--- src/rtl/exe_pkg.sv ---
// Shared types and constants for the exe_unit_pipe execution unit.
//   op_e     : 2-bit operation code (sub, compare, shift-left, bit-toggle)
//   ST_*     : bit positions inside the 4-bit status word
//   s1_ctl_t : control half of the S1 operand beat; the operands sit next to
//              it in the top because their width follows the BITS parameter.
package exe_pkg;

    typedef enum logic [1:0] {
        OP_SUB = 2'b00,
        OP_CMP = 2'b01,
        OP_SHL = 2'b10,
        OP_TGL = 2'b11
    } op_e;

    localparam int ST_OVF    = 0;
    localparam int ST_SINGLE = 1;
    localparam int ST_EVEN   = 2;
    localparam int ST_ERR    = 3;

    typedef struct packed {
        op_e  op;
        logic acc;
    } s1_ctl_t;

endpackage

--- src/rtl/exe_alu_core.sv ---
// Combinational ALU core placed between the S1 operand stage and the S2
// result stage.
//   a, b   : effective operands (a already muxed with the accumulator)
//   op     : operation code
//   out    : result
//   status : {ERROR, EVEN, SINGLE, OVF}, flags derived from out's zero count
module exe_alu_core
    import exe_pkg::*;
#(
    parameter int BITS = 8
) (
    input  logic [BITS-1:0] a,
    input  logic [BITS-1:0] b,
    input  op_e             op,
    output logic [BITS-1:0] out,
    output logic [3:0]      status
);

    localparam int             ZW     = $clog2(BITS + 1);
    localparam logic [BITS:0]  BITS_V = (BITS + 1)'(BITS);

    logic                  b_big;
    logic [2*BITS-1:0]     shl_wide;
    logic [BITS-1:0]       bit_mask;
    logic                  ovf;
    logic                  err;
    logic [ZW-1:0]         zeros;

    // Shift/toggle amounts at or beyond the width are reported as errors.
    assign b_big    = {1'b0, b} >= BITS_V;
    // Double-width shift keeps the bits pushed past the MSB for the OVF flag.
    assign shl_wide = {{BITS{1'b0}}, a} << b;
    assign bit_mask = {{(BITS-1){1'b0}}, 1'b1} << b;

    always_comb begin
        out = '0;
        ovf = 1'b0;
        err = 1'b0;
        case (op)
            OP_SUB: begin
                out = a - b;
                ovf = a < b;
            end
            OP_CMP: begin
                out = {{(BITS-1){1'b0}}, a > b};
            end
            OP_SHL: begin
                if (b_big) begin
                    err = 1'b1;
                end else begin
                    out = shl_wide[BITS-1:0];
                    ovf = |shl_wide[2*BITS-1:BITS];
                end
            end
            OP_TGL: begin
                if (b_big) begin
                    out = a;
                    err = 1'b1;
                end else begin
                    out = a ^ bit_mask;
                end
            end
            default: ;
        endcase
    end

    always_comb begin
        zeros = '0;
        for (int i = 0; i < BITS; i++) begin
            zeros = zeros + {{(ZW-1){1'b0}}, ~out[i]};
        end
    end

    always_comb begin
        status            = '0;
        status[ST_ERR]    = err;
        status[ST_EVEN]   = ~zeros[0];
        status[ST_SINGLE] = (zeros == ZW'(1));
        status[ST_OVF]    = ovf;
    end

endmodule

--- src/rtl/exe_unit_pipe.sv ---
// Two-stage elastic execution unit with valid/ready on both sides.
//   i_clk, i_rst      : clock, asynchronous active-low reset
//   in_a, in_b, i_op  : operand beat; i_acc selects the last result as A
//   i_valid / o_ready : upstream handshake (o_ready is combinational)
//   o_out, o_status   : result and {ERROR, EVEN, SINGLE, OVF} from S2
//   o_valid / i_ready : downstream handshake
//   o_err_cnt         : saturating count of delivered results with ERROR set
module exe_unit_pipe
    import exe_pkg::*;
#(
    parameter int BITS  = 8,
    parameter int CNT_W = 4
) (
    input  logic              i_clk,
    input  logic              i_rst,
    input  logic [BITS-1:0]   in_a,
    input  logic [BITS-1:0]   in_b,
    input  logic [1:0]        i_op,
    input  logic              i_acc,
    input  logic              i_valid,
    output logic              o_ready,
    output logic [BITS-1:0]   o_out,
    output logic [3:0]        o_status,
    output logic              o_valid,
    input  logic              i_ready,
    output logic [CNT_W-1:0]  o_err_cnt
);

    localparam logic [CNT_W-1:0] ERR_MAX = '1;

    logic              s1_valid_q, s1_valid_d;
    logic [BITS-1:0]   s1_a_q,     s1_a_d;
    logic [BITS-1:0]   s1_b_q,     s1_b_d;
    s1_ctl_t           s1_ctl_q,   s1_ctl_d;
    logic              s2_valid_q, s2_valid_d;
    logic [BITS-1:0]   s2_out_q,   s2_out_d;
    logic [3:0]        s2_st_q,    s2_st_d;
    logic [BITS-1:0]   acc_q,      acc_d;
    logic [CNT_W-1:0]  err_cnt_q,  err_cnt_d;

    logic              s2_adv;
    logic              accept;
    logic              xfer;
    logic [BITS-1:0]   op_a;
    logic [BITS-1:0]   alu_out;
    logic [3:0]        alu_st;

    assign s2_adv  = !s2_valid_q || i_ready;
    assign o_ready = !s1_valid_q || s2_adv;
    assign accept  = i_valid && o_ready;
    assign xfer    = s1_valid_q && s2_adv;

    // The accumulator is refreshed on every S1->S2 move, so a following
    // accumulate beat already sitting in S1 sees it on the next cycle.
    assign op_a = s1_ctl_q.acc ? acc_q : s1_a_q;

    exe_alu_core #(.BITS(BITS)) u_alu (
        .a      (op_a),
        .b      (s1_b_q),
        .op     (s1_ctl_q.op),
        .out    (alu_out),
        .status (alu_st)
    );

    always_comb begin
        s1_valid_d = s1_valid_q;
        s1_a_d     = s1_a_q;
        s1_b_d     = s1_b_q;
        s1_ctl_d   = s1_ctl_q;
        s2_valid_d = s2_valid_q;
        s2_out_d   = s2_out_q;
        s2_st_d    = s2_st_q;
        acc_d      = acc_q;
        err_cnt_d  = err_cnt_q;

        if (accept) begin
            s1_valid_d   = 1'b1;
            s1_a_d       = in_a;
            s1_b_d       = in_b;
            s1_ctl_d.op  = op_e'(i_op);
            s1_ctl_d.acc = i_acc;
        end else if (xfer) begin
            s1_valid_d = 1'b0;
        end

        if (xfer) begin
            s2_valid_d = 1'b1;
            s2_out_d   = alu_out;
            s2_st_d    = alu_st;
            acc_d      = alu_out;
        end else if (i_ready) begin
            s2_valid_d = 1'b0;
        end

        if (s2_valid_q && i_ready && s2_st_q[ST_ERR] && (err_cnt_q != ERR_MAX)) begin
            err_cnt_d = err_cnt_q + 1'b1;
        end
    end

    always_ff @(posedge i_clk or negedge i_rst) begin
        if (!i_rst) begin
            s1_valid_q <= 1'b0;
            s1_a_q     <= '0;
            s1_b_q     <= '0;
            s1_ctl_q   <= '{op: OP_SUB, acc: 1'b0};
            s2_valid_q <= 1'b0;
            s2_out_q   <= '0;
            s2_st_q    <= '0;
            acc_q      <= '0;
            err_cnt_q  <= '0;
        end else begin
            s1_valid_q <= s1_valid_d;
            s1_a_q     <= s1_a_d;
            s1_b_q     <= s1_b_d;
            s1_ctl_q   <= s1_ctl_d;
            s2_valid_q <= s2_valid_d;
            s2_out_q   <= s2_out_d;
            s2_st_q    <= s2_st_d;
            acc_q      <= acc_d;
            err_cnt_q  <= err_cnt_d;
        end
    end

    assign o_valid   = s2_valid_q;
    assign o_out     = s2_out_q;
    assign o_status  = s2_st_q;
    assign o_err_cnt = err_cnt_q;

endmodule
--- config.mk ---
export PLATFORM = sky130hd
export DESIGN_NAME = exe_unit_pipe
export DESIGN_NICKNAME = d
export VERILOG_FILES = /design/src/rtl/exe_pkg.sv /design/src/rtl/exe_alu_core.sv /design/src/rtl/exe_unit_pipe.sv
export SDC_FILE = /design/constraint.sdc
export NUM_CORES = 1
export LEC_CHECK = 0
export CORE_ASPECT_RATIO = 0.75
export CORE_UTILIZATION = 35
export DETAILED_ROUTE_END_ITERATION = 10
export GPL_ROUTABILITY_DRIVEN = 0
export MAX_ROUTING_LAYER = met4
export PLACE_DENSITY = 0.61
export SLEW_MARGIN = 30
export SYNTH_ARGS = -nofsm -noshare
export SYNTH_HDL_FRONTEND = slang
export SYNTH_SLANG_ARGS = --single-unit
--- constraint.sdc ---
create_clock -name i_clk -period 6.1 [get_ports i_clk]
set_input_delay 0.61 -clock i_clk [delete_from_list [all_inputs] [get_ports i_clk]]
set_output_delay 0.61 -clock i_clk [all_outputs]
set_load 0.03 [all_outputs]
* After elaboration in Yosys (flattened, before gate mapping)
Index checks and enable logic that the tools add are counted.
Storage, ports and cells: output and inout bits 18, logic and storage cells 64, input port bits 23, register bits 37
Operators by class: $add $sub $neg 9, shift operators 2, bitwise gates (word level) 10, mux-type cells 12, reduce and logical (&&, ||, !) cells 14, equality and inequality tests 5, order comparisons 3
Operator list (number):
- $pmux W8 S4 | 1
- $add A4 B1 Y4 | 6
- $mux W8 | 3
- $shl A8 B8 Y16 | 1
- $not A1 Y1 | 9
- $ge A8 B4 Y1 const B | 1
- $gt A8 B8 Y1 | 1
- $lt A8 B8 Y1 | 1
- $reduce_or A8 Y1 | 1
- $shl A1 B8 Y8 const A | 1
- $sub A8 B8 Y8 | 1
- $xor A8 B8 Y8 | 1
- $mux W1 | 7
- $logic_and A1 B1 Y1 | 5
- $add A4 B1 Y4 const B | 1
- $eq A2 B2 Y1 const B | 2
- $eq A4 B1 Y1 const B | 1
- $ne A4 B4 Y1 const B | 1
- $reduce_bool A2 Y1 | 2
- $add A1 B1 Y2 | 1
- $eq A2 B1 Y1 const B | 1
- $logic_not A1 Y1 | 2
- $logic_not A2 Y1 | 1
- $logic_or A1 B1 Y1 | 2
- 2 further kinds | 2

* Depth between registers and ports, before layout
Gate-level depths: netlist (run 1).
depth after elaboration 13, mapped depth 20, mapped depth without buffers 19

* Hierarchy
A second synthesis (run 1) with hierarchy kept.
Unflattened totals: cell total of the unflattened synthesis 270, area, all modules 2859.0 sq um
Modules (own cells, without submodules):
- exe_unit_pipe | times used 1, cells an instance 97, seq. area each 925.9 sq um, area an instance 1595.3 sq um
- exe_alu_core | times used 1, cells an instance 173, seq. area each 0.0 sq um, area an instance 1263.7 sq um

* Worst setup path before layout (run 1)
OpenSTA, ideal clock, no wires.
kind reg2reg, start point reg s1_ctl_q[0] in the netlist's numbering, end point reg s2_st_q[1] (netlist: o_status[1]), required time 5.990 ns, stages on the path, launching flop included 18, path buffers 2, data arrival time 4.545 ns, library setup time 0.110 ns, path slack 1.445 ns, clock period less this slack 4.655 ns, path through dfrtp_1 > buf_6 > buf_2 > mux2_2 > ha_1 > nor2b_1 > o21ai_0 > a21oi_1 > o21ai_0 > o211a_1 > ha_1 > inv_1 > fa_1 > fa_1 > fa_1 > fa_1 > inv_1 > o41ai_1
Between the ends: longest elaborated chain between the ends 13, elaborated cells between the ends (all ways) 24, those cells by class 8 x add/sub; 1 x order compare; 1 x eq/ne; 1 x shift; 4 x mux; 9 x bitwise
Ends and longest elaborated chain:
- from (decl) | line exe_unit_pipe.sv:34 | s1_ctl_t s1_ctl_q, s1_ctl_d;
- from (signal assigned) | line exe_unit_pipe.sv:105 | s1_ctl_q <= '{op: OP_SUB, acc: 1'b0};
- from (signal assigned) | line exe_unit_pipe.sv:115 | s1_ctl_q <= s1_ctl_d;
- $mux W8 (*) | line exe_unit_pipe.sv:55 | assign op_a = s1_ctl_q.acc ? acc_q : s1_a_q;
- branches (longest 2 deep; another with $sub A8 B8 Y8)
- $pmux W8 S4 (*) | line exe_alu_core.sv:39 | case (op)
- $not A1 Y1 | line exe_alu_core.sv:70 | zeros = zeros + {{(ZW-1){1'b0}}, ~out[i]};
- $add A1 B1 Y2 | line exe_alu_core.sv:70
- $add A4 B1 Y4 (5 in series) | line exe_alu_core.sv:70
- $add A4 B1 Y4 (*) | line exe_alu_core.sv:70
- $eq A4 B1 Y1 (*) | line exe_alu_core.sv:78 | status[ST_SINGLE] = (zeros == ZW'(1));
- to (signal assigned) | line exe_unit_pipe.sv:118 | s2_st_q <= s2_st_d;
- to (decl) | line exe_unit_pipe.sv:37 | logic [3:0] s2_st_q, s2_st_d;
Every way passes the cells marked *. A chain may end at the register's enable or synchronous reset.

* Worst setup path after layout (run 1)
start point reg s1_ctl_q[0] in the netlist's numbering, end point reg s2_st_q[1] (netlist: o_status[1])
Between the ends: elaborated cells between the ends (all ways) 24, those cells by class 8 x add/sub; 1 x order compare; 1 x eq/ne; 1 x shift; 4 x mux; 9 x bitwise
RTL lines:
- $mux W8 (*) | line exe_unit_pipe.sv:55
- branches (longest 2 deep; another with $sub A8 B8 Y8)
- $pmux W8 S4 (*) | line exe_alu_core.sv:39
- via alu_out[5] | line exe_unit_pipe.sv:45 | logic [BITS-1:0] alu_out;
- $not A1 Y1 (*) | line exe_alu_core.sv:70
- $add A4 B1 Y4 (*) (3 in series) | line exe_alu_core.sv:70
- $eq A4 B1 Y1 (*) | line exe_alu_core.sv:78
Mark *: on every way through the listed nets, which the timed path passes.

==> results of run 1 <==
==> routing by layer <==
layer	wire, um	vias up	global-route usage
met5	0	-	-
met4	97	0	0.0417
met3	416	10	0.0438
met2	2720	76	0.240
met1	3420	1106	0.251
li1	-	1093	-
==> cells in the final DEF (no fill, tap or decap), types with 2 or more instances in the layout <==
cell,synthesis,layout
clkdlybuf4s50_1,0,39
clkbuf_8,0,7
nand2b_1,8,8
ha_1,12,12
nor2_1,15,15
dfrtp_1,37,37
a21oi_1,15,15
nand2_1,20,20
o21ai_0,7,7
nand4_1,9,9
mux4_2,10,10
mux2_2,32,32
nor2b_1,4,4
mux2i_1,3,3
inv_1,16,16
and2_1,3,3
o21ai_1,2,2
nor3_1,10,10
buf_4,0,2
xor2_1,5,5
o31ai_1,2,2
a31oi_1,5,5
nand3_1,7,7
xnor2_1,8,8
or4_1,2,2
o41ai_1,2,2
nand3b_1,3,3
fa_1,5,5
==> stage by stage <==
stage | instances | util | worst slack (ns)
floorplan | 277 | - | 1.44
global placement | 413 | 0.423 | 1.15
detailed placement | 413 | 0.423 | 1.04
CTS | 421 | 0.436 | 1.01
global route | 421 | 0.436 | 0.737
finish | 421 | 0.436 | 1.07
==> kinds of logic after synthesis <==
logic type | count (synthesis)
XOR/XNOR | 13
multiplexers | 48
adder cells (fa/ha/maj) | 17
AND/OR/NAND/NOR | 88
buffers and inverters | 28
flip-flops | 37
AO/OA/AOI/OAI | 46
==> final timing paths <==
check | cells past startpoint | startpoint | slack, ns | end
min | 1 | i_rst | 0.41 | o_status[1]
max in group asynchronous | 1 | i_rst | 5.15 | s1_a_q[0]
max | 14 | s1_ctl_q[0] | 1.07 | o_status[1]
min reg2reg | 2 | o_status[0] | 0.48 | o_status[0]
min in group i_clk | 2 | o_status[0] | 0.48 | o_status[0]
max reg2reg | 14 | s1_ctl_q[0] | 1.07 | o_status[1]
==> power breakdown <==
| part | leakage, nW | internal (mW) | total, mW | switching [mW] |
|---|---|---|---|---|
| clock network | 0.0542 | 0.102 | 0.190 | 0.0875 |
| logic | 0.913 | 0.409 | 0.859 | 0.450 |
| registers | 0.442 | 0.308 | 0.410 | 0.102 |
==> sequential cells by signal, summed over array words and instances (netlist names) <==
register / cells
o_status: 4
o_err_cnt: 4
s1_a_q: 8
s1_valid_q: 1
o_valid: 1
s1_ctl_q: 3
s1_b_q: 8
acc_q: 8
==> layout make-up <==
| cell class | instances | area share |
|---|---|---|
| Multi-Input combinational cell | 212 | 0.525 |
| Timing Repair Buffer | 42 | 0.119 |
| Clock buffer | 7 | 0.0280 |
| Sequential cell | 37 | 0.269 |
| Clock inverter | 1 | 0.00146 |
| Inverter | 17 | 0.0186 |
| Tap cell | 105 | 0.0382 |
==> worst register-to-register path, cell delays in order (launching register included) <==
cell	delay, ns
dfrtp_1	0.70
mux2i_1	0.51
inv_1	0.17
ha_1	0.33
nand3b_1	0.11
nand2_1	0.10
a311oi_1	0.33
xor2_1	0.12
o21ai_1	0.30
fa_1	0.47
fa_1	0.48
fa_1	0.41
fa_1	0.49
inv_1	0.04
o41ai_1	0.35
==> summary.txt, run 1 <==
Routing
  • Number of antenna-violating nets in the routed design: 0
  • Average vias per placed instance: 5.43
  • Detailed router's first-iteration violation count: 173
  • Number of DRC violations after detailed routing: 0
  • Vias after detailed routing: 2,285
  • Wirelength per Cell: 15.8 um
  • Total wire length: 6650 um
  • Pre-Repair DR Iteration Count: 4

Timing
  • Fraction of the cycle the final worst path needs: 0.824
  • Setup repair after global routing missed its margin: no
  • Number of endpoints with negative hold slack in the final report: 0
  • Achievable clock frequency: 199 MHz
  • Slew of the pin with the lowest slew margin: 0.839 ns
  • Worst Skew: 0.00525 ns
  • Minimum clock period after layout: 5.03 ns
  • Number of failing setup endpoints in the final timing report: 0
  • Hold Slack: 0.412 ns
  • Max-slew violation total from the final report: 0
  • TNS Setup: 0 ns
  • Relative max-transition margin: 0.441

Logic synthesis
  • Area share of the leading cell type in the synthesized netlist: 0.325
  • Top cells by instance count after synthesis: dfrtp_1 (37), mux2_2 (32), nand2_1 (20), inv_1 (16)
  • Biggest area consumer among synthesized cells: dfrtp_1
  • Post-synthesis cell count: 277
  • Mapped Nets: 317
  • Fraction of registers with async set or reset after synthesis: 1.00
  • Simple-gate share of the synthesized area: 0.165
  • Number of warning messages in the yosys log: 0
  • Dominant combinational cell family by area after synthesis: multiplexers
  • Mapped Area: 2850 um^2
  • Fraction of the mapped netlist area in compound gates: 0.106
  • Count of flip-flops with a built-in enable after synthesis: 0
  • Post-synth cell types: 53
  • Share of synthesized cell area in full adder, half adder and majority cells: 0.0878
  • Multiplexer share of the synthesized area: 0.235
  • Predominant post-synthesis flop cell: dfrtp_1
  • Mean area per synthesized cell: 10.3 um^2
  • Register area share after synthesis: 0.325
  • Post-synthesis xor/xnor area fraction: 0.0400
  • Total of flip-flops plus latches after synthesis: 37
  • Top post-synthesis cells by area: dfrtp_1 (32%), mux2_2 (13%), mux4_2 (7.9%), ha_1 (5.3%), fa_1 (3.5%)
  • Count leader, synth: dfrtp_1

Floorplan
  • Area inside the core boundary: 7880 um^2
  • Initial core utilization: 0.361
  • Die outline area: 8510 um^2
  • IO Pins: 41
  • Row count: 28
  • Die Width: 106 um
  • Overall die height: 80.1 um

Power
  • Total power per unit cell area: 424 nW/um^2
  • Total leakage power: 1.41 nW
  • Peak ir drop on the vdd network: 0.184 mV
  • Total power: 1.46 mW

Place
  • Post-DP HPWL: 5220 um
  • Post-DP Area: 3340 um^2
  • Port-buffer cells: 40

Finish
  • Net count of the finished layout: 355
  • Seq. cell area: 926 um^2
  • Final antenna diode count: 0
  • Post-route cell area: 3440 um^2
  • Area of the multi-input gates: 1810 um^2
  • Fraction of layout instances using a drive strength above 1: 0.193
  • Area growth from synthesis to layout: 20.7%
  • Filler cell count: 771

Clock network
  • Hold Buf Count CTS: 0
  • Clock sinks: 37
  • Max Root-Sink Buffers: 2
  • Cells resized by post-CTS repair: 0
  • Total setup buffers inserted after CTS: 0
  • TritonCTS clock tree: yes
  • CTS root buf: clkbuf_8
  • Clock edge transition at the registers on the reported setup and hold paths: 0.07 ns
  • Number of buffers added by the clock tree synthesis step: 5
  • H-tree Lvls: 2
  • Source-to-sink clock delay at the later pin of the worst-skew pair: 0.29 ns

Worst setup path
  • Crit start category: flop
  • Biggest cell delay along the critical path: 0.70 ns
  • Crit-path leading delay family: adder cells
  • Biggest fanout along the worst timing path: 14
  • Critical-path top delay cell: dfrtp_1
  • Data required, critical path: 6.28 ns
  • Crit end category: flop
  • Arrival time at the worst endpoint: 5.21 ns
  • Cell with the most instances on the worst path: fa_1
  • Cell-by-cell listing of the critical path: mux2i_1 > inv_1 > ha_1 > nand3b_1 > nand2_1 > a311oi_1 > xor2_1 > o21ai_1 > fa_1 > fa_1 > fa_1 > fa_1 > inv_1 > o41ai_1
  • Worst Setup Path Type: flop to flop
  • Count of buffering cells on the critical path with inverters included: 2

Min path
  • Worst min-delay path class: input port to async pin

Global route
  • GRT Total Usage: 0.173
  • Via count of the first global-routing pass: 2,119
  • Antenna violations before repair: 0
  • Final global-route overflow total: 0
  • First-pass GRT wire length: 10,900 um
  • Maximum number of pins on one net before global-route repair: 38

Flow run
  • Number of max-capacitance violations reported: 0

Status
  • Status: completed
Power figures use the tool's default switching activity.
==> inputs of run 2 (changes only) <==
Clock period 6.1 ns to 5.1 ns, I/O delays scaled along.
==> summary.txt, run 2 (synthesis results as in run 1) <==
Status
  • Status: finished with violations (was completed)
  • Violations in the final reports: design-rule violations

Global route
  • First-pass GRT wire length: 11,600 um (was 10,900 um)
  • Via count of the first global-routing pass: 2,166 (was 2,119)
  • GRT Total Usage: 0.184 (was 0.173)
  • Antenna violations before repair: 0 (unchanged)
  • Final global-route overflow total: 0 (unchanged)
  • Maximum number of pins on one net before global-route repair: 38 (unchanged)

Routing
  • Detailed router's first-iteration violation count: 237 (was 173)
  • Detailed-routing wirelength on met1: 3640 um (was 3420 um)
  • Pre-Repair DR Iteration Count: 7 (was 4)
  • Number of DRC violations after detailed routing: 1 (was 0)
  • Top layer used by detailed routing: met4 (unchanged)
  • Number of antenna-violating nets in the routed design: 0 (unchanged)
  • Wirelength per Cell: 16.6 um (was 15.8 um)
  • Wire length on met2: 3010 um (was 2720 um)
  • Wire length on met3: 457 um (was 416 um)
  • Total wire length: 7160 um (was 6650 um)
  • Average vias per placed instance: 5.56 (was 5.43)
  • Vias after detailed routing: 2,398 (was 2,285)

Floorplan
  • Initial core utilization: 0.361 (unchanged)
  • Row count: 28 (unchanged)
  • Area inside the core boundary: 7880 um^2 (unchanged)
  • IO Pins: 41 (unchanged)
  • Die Width: 106 um (unchanged)
  • Overall die height: 80.1 um (unchanged)
  • Die outline area: 8510 um^2 (unchanged)

Worst setup path
  • Crit-path leading delay family: adder cells (unchanged)
  • Crit. Startpoint: s1_ctl_q[0] (unchanged)
  • Cell with the most instances on the worst path: fa_1 (unchanged)
  • Biggest fanout along the worst timing path: 12 (was 14)
  • Crit start category: flop (unchanged)
  • Cell-by-cell listing of the critical path: buf_4 > mux2_2 > ha_1 > a21oi_1 > nand2_1 > a21o_1 > o21ai_0 > o211a_1 > ha_1 > inv_1 > fa_1 > fa_1 > fa_1 > fa_1 > inv_1 > o41ai_1 (was mux2i_1 > inv_1 > ha_1 > nand3b_1 > nand2_1 > a311oi_1 > xor2_1 > o21ai_1 > fa_1 > fa_1 > fa_1 > fa_1 > inv_1 > o41ai_1)
  • Data required, critical path: 5.28 ns (was 6.28 ns)
  • Arrival time at the worst endpoint: 5.02 ns (was 5.21 ns)
  • Worst Setup Path Type: flop to flop (unchanged)
  • Biggest cell delay along the critical path: 0.49 ns (was 0.70 ns)
  • Flop2flop setup slack: 0.26 ns (was 1.07 ns)
  • Crit end category: flop (unchanged)
  • Reg-to-reg critical path startpoint: s1_ctl_q[0] (unchanged)
  • Count of buffering cells on the critical path with inverters included: 3 (was 2)
  • Critical-path top delay cell: fa_1 (was dfrtp_1)

Clock network
  • Number of buffers added by the clock tree synthesis step: 5 (unchanged)
  • Hold Buf Count CTS: 0 (unchanged)
  • Source-to-sink clock delay at the later pin of the worst-skew pair: 0.29 ns (about the same)
  • Max Root-Sink Buffers: 2 (unchanged)
  • H-tree Lvls: 2 (unchanged)
  • Clock edge transition at the registers on the reported setup and hold paths: 0.08 ns (was 0.07 ns)
  • Cells resized by post-CTS repair: 0 (unchanged)
  • Total setup buffers inserted after CTS: 0 (unchanged)
  • CTS root buf: clkbuf_8 (unchanged)
  • Clock sinks: 37 (unchanged)
  • TritonCTS clock tree: yes (unchanged)

Finish
  • Most frequent cells in the layout: clkdlybuf4s50_1 (39), dfrtp_1 (37), mux2_2 (32) (unchanged)
  • Final core occ: 0.450 (was 0.436)
  • Final cell count without fillers: 431 (was 421)
  • Fraction of layout instances using a drive strength above 1: 0.218 (was 0.193)
  • Area growth from synthesis to layout: 24.5% (was 20.7%)
  • Final antenna diode count: 0 (unchanged)
  • Most frequent standard cell in the layout excluding fill and tap cells: clkdlybuf4s50_1 (unchanged)
  • Biggest registers after layout: acc_q x8, s1_a_q x8, s1_b_q x8 (unchanged)
  • Net count of the finished layout: 365 (was 355)

Timing
  • Relative max-transition margin: 0.454 (was 0.441)
  • Slew of the pin with the lowest slew margin: 0.819 ns (was 0.839 ns)
  • Number of endpoints with negative hold slack in the final report: 0 (unchanged)
  • Worst path setup slack after routing: 0.260 ns (was 1.07 ns)
  • Achievable clock frequency: 207 MHz (was 199 MHz)
  • Worst Skew: 0.00498 ns (was 0.00525 ns)
  • Minimum clock period after layout: 4.84 ns (was 5.03 ns)
  • Hold Slack: 0.304 ns (was 0.412 ns)
  • Fraction of the cycle the final worst path needs: 0.949 (was 0.824)
  • TNS Setup: 0 ns (unchanged)
  • Max-slew violation total from the final report: 0 (unchanged)
  • Number of failing setup endpoints in the final timing report: 0 (unchanged)
  • Setup repair after global routing missed its margin: no (unchanged)

Power
  • Switching power share of the total: 0.424 (was 0.438)
  • Cell internal power dissipation: 1.08 mW (was 819 uW)
  • Net switching power: 795 uW (was 639 uW)
  • Combinational cell fraction of total power: 0.590 (was 0.589)
  • Total leakage power: 1.47 nW (was 1.41 nW)
  • Power share of the sequential group: 0.248 (was 0.281)
  • Total power per unit cell area: 529 nW/um^2 (was 424 nW/um^2)
  • Clock share of power: 0.162 (was 0.130)
  • Peak ir drop on the vdd network: 0.208 mV (was 0.184 mV)

Min path
  • Worst min-delay path class: input port to async pin (unchanged)

Flow run
  • Number of max-capacitance violations reported: 0 (unchanged)

Place
  • Post-DP HPWL: 5630 um (was 5220 um)
  • Placed Cells incl. Taps: 423 (was 413)
  • Port-buffer cells: 40 (unchanged)
  • Worst Setup Slack post-DPL: 0.311 ns (was 1.04 ns)
run 2: changes by cell type in the layout (fill, tap and decap cells not counted), sizes merged:
cell / change
buf: +10
bufinv: +2
clkbuf: -2
run 2: final timing paths:
path	cells past startpoint	to
setup / recovery	16	o_status[1]
hold reg to reg	2	o_status[1]
hold / removal	1	o_status[1]
setup reg to reg	16	o_status[1]
max in group asynchronous	1	s1_b_q[3]
min in group i_clk	2	o_status[1]
run 2: layer usage:
layer | GRT usage | vias to the layer above
met5 | - | -
met4 | 0.0250 | 0
met3 | 0.0398 | 11
met2 | 0.256 | 94
met1 | 0.277 | 1182
li1 | - | 1111
run 2: worst register-to-register path, cell delays in order (launching register included):
cell and delay, ns:
dfrtp_1 0.43, buf_4 0.25, mux2_2 0.38, ha_1 0.36
a21oi_1 0.18, nand2_1 0.09, a21o_1 0.19, o21ai_0 0.15
o211a_1 0.20, ha_1 0.23, inv_1 0.07, fa_1 0.43
fa_1 0.48, fa_1 0.42, fa_1 0.49, inv_1 0.04
o41ai_1 0.35
run 2: area by class of cell:
cell class,count,area (um^2)
fillers,761,4340
multi-input cells,212,1810
flip-flops and latches,37,926
repair buffers,52,485
well taps,105,131
clock buffers,5,68.8
clock inverters,3,65.1
inverters,17,63.8
run 2: power groups by stage:
stage	logic (mW)	registers, mW	clock network, mW
final	1.11	0.465	0.304
after global routing	1.21	0.478	0.327
after CTS	1.11	0.463	0.311
after detailed placement	1.10	0.468	0
after global placement	1.09	0.468	0
after floorplan	0.676	0.547	0
run 2: per-stage QoR:
step / cell area, um^2 / power (mW)
finish: 3550 / 1.87
global placement: 3410 / 1.56
detailed placement: 3410 / 1.57
CTS: 3550 / 1.88
floorplan: 2850 / 1.22
global route: 3550 / 2.02
==> inputs of run 3 (changes only) <==
Settings changed: CORE_MARGIN from default to 3.
==> summary.txt, run 3 (synthesis results as in run 1) <==
Global route
  • Final global-route overflow total: 0 (unchanged)
  • Met2 capacity usage during global routing: 0.224 (was 0.256)
  • M1 GR Usage: 0.272 (was 0.277)
  • Most utilized layer in the global route result: met1 (unchanged)
  • Via count of the first global-routing pass: 2,271 (was 2,166)
  • Global Route met3 Usage: 0.0453 (was 0.0398)
  • GRT Total Usage: 0.174 (was 0.184)
  • Maximum number of pins on one net before global-route repair: 38 (unchanged)
  • First-pass GRT wire length: 12,200 um (was 11,600 um)
  • Antenna violations before repair: 0 (unchanged)

Routing
  • Wirelength per Cell: 17.5 um (was 16.6 um)
  • Average vias per placed instance: 5.57 (was 5.56)
  • Detailed router's first-iteration violation count: 278 (was 237)
  • Pre-Repair DR Iteration Count: 5 (was 7)
  • Vias after detailed routing: 2,372 (was 2,398)
  • Number of antenna-violating nets in the routed design: 0 (unchanged)
  • Number of DRC violations after detailed routing: 0 (was 1)
  • Total wire length: 7440 um (was 7160 um)

Clock network
  • CTS root buf: clkbuf_8 (unchanged)
  • Max Root-Sink Buffers: 2 (unchanged)
  • H-tree Lvls: 2 (unchanged)
  • TritonCTS clock tree: yes (unchanged)
  • Clock edge transition at the registers on the reported setup and hold paths: 0.08 ns (about the same)
  • Total setup buffers inserted after CTS: 0 (unchanged)
  • Source-to-sink clock delay at the later pin of the worst-skew pair: 0.30 ns (was 0.29 ns)
  • Clock sinks: 37 (unchanged)
  • Number of buffers added by the clock tree synthesis step: 5 (unchanged)

Timing
  • Setup repair after global routing missed its margin: no (unchanged)
  • Slew of the pin with the lowest slew margin: 0.796 ns (was 0.819 ns)
  • Minimum clock period after layout: 4.85 ns (was 4.84 ns)
  • Number of failing setup endpoints in the final timing report: 0 (unchanged)
  • Max-slew violation total from the final report: 0 (unchanged)
  • Relative max-transition margin: 0.468 (was 0.454)
  • Fraction of the cycle the final worst path needs: 0.952 (was 0.949)
  • Number of endpoints with negative hold slack in the final report: 0 (unchanged)
  • Worst Skew: 0.00598 ns (was 0.00498 ns)
  • TNS Setup: 0 ns (unchanged)
  • Achievable clock frequency: 206 MHz (was 207 MHz)

Worst setup path
  • Cell with the most instances on the worst path: fa_1 (unchanged)
  • Cell-by-cell listing of the critical path: buf_6 > mux2_2 > ha_1 > a21oi_1 > nand2_1 > a21o_1 > o21ai_0 > o211a_1 > ha_1 > inv_1 > fa_1 > fa_1 > fa_1 > fa_1 > inv_1 > o41ai_1 (was buf_4 > mux2_2 > ha_1 > a21oi_1 > nand2_1 > a21o_1 > o21ai_0 > o211a_1 > ha_1 > inv_1 > fa_1 > fa_1 > fa_1 > fa_1 > inv_1 > o41ai_1)
  • Count of buffering cells on the critical path with inverters included: 3 (unchanged)
  • Data required, critical path: 5.28 ns (about the same)
  • Biggest cell delay along the critical path: 0.50 ns (was 0.49 ns)
  • Crit end category: flop (unchanged)
  • Biggest fanout along the worst timing path: 12 (unchanged)
  • Crit start category: flop (unchanged)
  • Arrival time at the worst endpoint: 5.03 ns (was 5.02 ns)
  • Worst Setup Path Type: flop to flop (unchanged)
  • Critical-path top delay cell: fa_1 (unchanged)
  • Crit-path leading delay family: adder cells (unchanged)

Finish
  • Biggest registers after layout: acc_q x8, s1_a_q x8, s1_b_q x8 (unchanged)
  • Filler cell count: 756 (was 761)
  • Net count of the finished layout: 364 (was 365)
  • Final antenna diode count: 0 (unchanged)
  • Area growth from synthesis to layout: 23.6% (was 24.5%)
  • Most frequent standard cell in the layout excluding fill and tap cells: clkdlybuf4s50_1 (unchanged)
  • Most frequent cells in the layout: clkdlybuf4s50_1 (39), dfrtp_1 (36), mux2_2 (32) (was clkdlybuf4s50_1 (39), dfrtp_1 (37), mux2_2 (32))
  • Fraction of layout instances using a drive strength above 1: 0.222 (was 0.218)

Floorplan
  • Die Width: 110 um (was 106 um)
  • Row count: 27 (was 28)
  • Initial core utilization: 0.373 (was 0.361)
  • IO Pins: 41 (unchanged)
  • Die outline area: 9270 um^2 (was 8510 um^2)
  • Overall die height: 84.1 um (was 80.1 um)
  • Area inside the core boundary: 7630 um^2 (was 7880 um^2)

Flow run
  • Number of max-capacitance violations reported: 0 (unchanged)

Power
  • Peak ir drop on the vdd network: 0.317 mV (was 0.208 mV)
  • Total power: 1.82 mW (was 1.87 mW)
  • Total power per unit cell area: 516 nW/um^2 (was 529 nW/um^2)
  • Total leakage power: 1.46 nW (was 1.47 nW)

Place
  • Port-buffer cells: 40 (unchanged)
  • Post-DP HPWL: 5860 um (was 5630 um)

Min path
  • Worst min-delay path class: input port to async pin (unchanged)

Status
  • Status: completed (was finished with violations)
-- run 3: layer usage --
layer,up-vias,part of all wire
met5,-,0
met4,0,0.013
met3,17,0.097
met2,110,0.40
met1,1132,0.49
li1,1113,-
-- run 3: cell type report --
type | instances | area (um^2) | share of cell area
sequential | 37 | 927 | 0.263
clock buffer | 7 | 96.3 | 0.0274
clock inverter | 1 | 5.00 | 0.00142
inverter | 17 | 63.8 | 0.0181
tap | 101 | 126 | 0.0359
timing repair buffer | 51 | 494 | 0.140
multi-input combinational | 212 | 1810 | 0.514
-- run 3: worst reg2reg max path, cell delays in order, from the launching register on --
cell	delay [ns]
dfrtp_2	0.43
buf_6	0.19
mux2_2	0.39
ha_1	0.37
a21oi_1	0.18
nand2_1	0.09
a21o_1	0.19
o21ai_0	0.16
o211a_1	0.20
ha_1	0.23
inv_1	0.07
fa_1	0.43
fa_1	0.49
fa_1	0.41
fa_1	0.50
inv_1	0.04
o41ai_1	0.37
-- run 3: stage by stage --
stage | util | instance area [um^2] | setup slack [ns] | hold slack, ns | cells
2_1_floorplan | - | 2850 | 0.445 | 0.214 | 277
3_3_place_gp | 0.444 | 3390 | 0.398 | 0.467 | 417
3_5_place_dp | 0.444 | 3390 | 0.209 | 0.479 | 417
4_1_cts | 0.458 | 3490 | 0.179 | 0.361 | 425
5_1_grt | 0.461 | 3520 | 0.0227 | 0.0906 | 426
6_report | 0.461 | 3520 | 0.247 | 0.0770 | 426
-- run 3: timing repair --
item	CTS	global route
gates resized for setup	0	4
hold buffers	0	0
endpoints found under the setup margin	0	1
-- run 3: where the power goes --
group | internal [mW] | leakage (nW) | total, mW | switching [mW]
Combinational | 0.521 | 0.962 | 1.11 | 0.593
Clock | 0.122 | 0.0542 | 0.235 | 0.113
Sequential | 0.369 | 0.441 | 0.468 | 0.0993
-- run 3: worst paths after layout --
kind                              from     endpoint  slack [ns]  cells past startpoint
setup / recovery           s1_ctl_q[0]  o_status[1]        0.25                     16
hold / removal                   i_rst     acc_q[6]        0.08                      1
setup reg to reg           s1_ctl_q[0]  o_status[1]        0.25                     16
hold reg to reg            o_status[0]  o_status[0]        0.49                      2
max in group asynchronous        i_rst  s1_ctl_q[0]        4.58                      2
min in group i_clk         o_status[0]  o_status[0]        0.49                      2
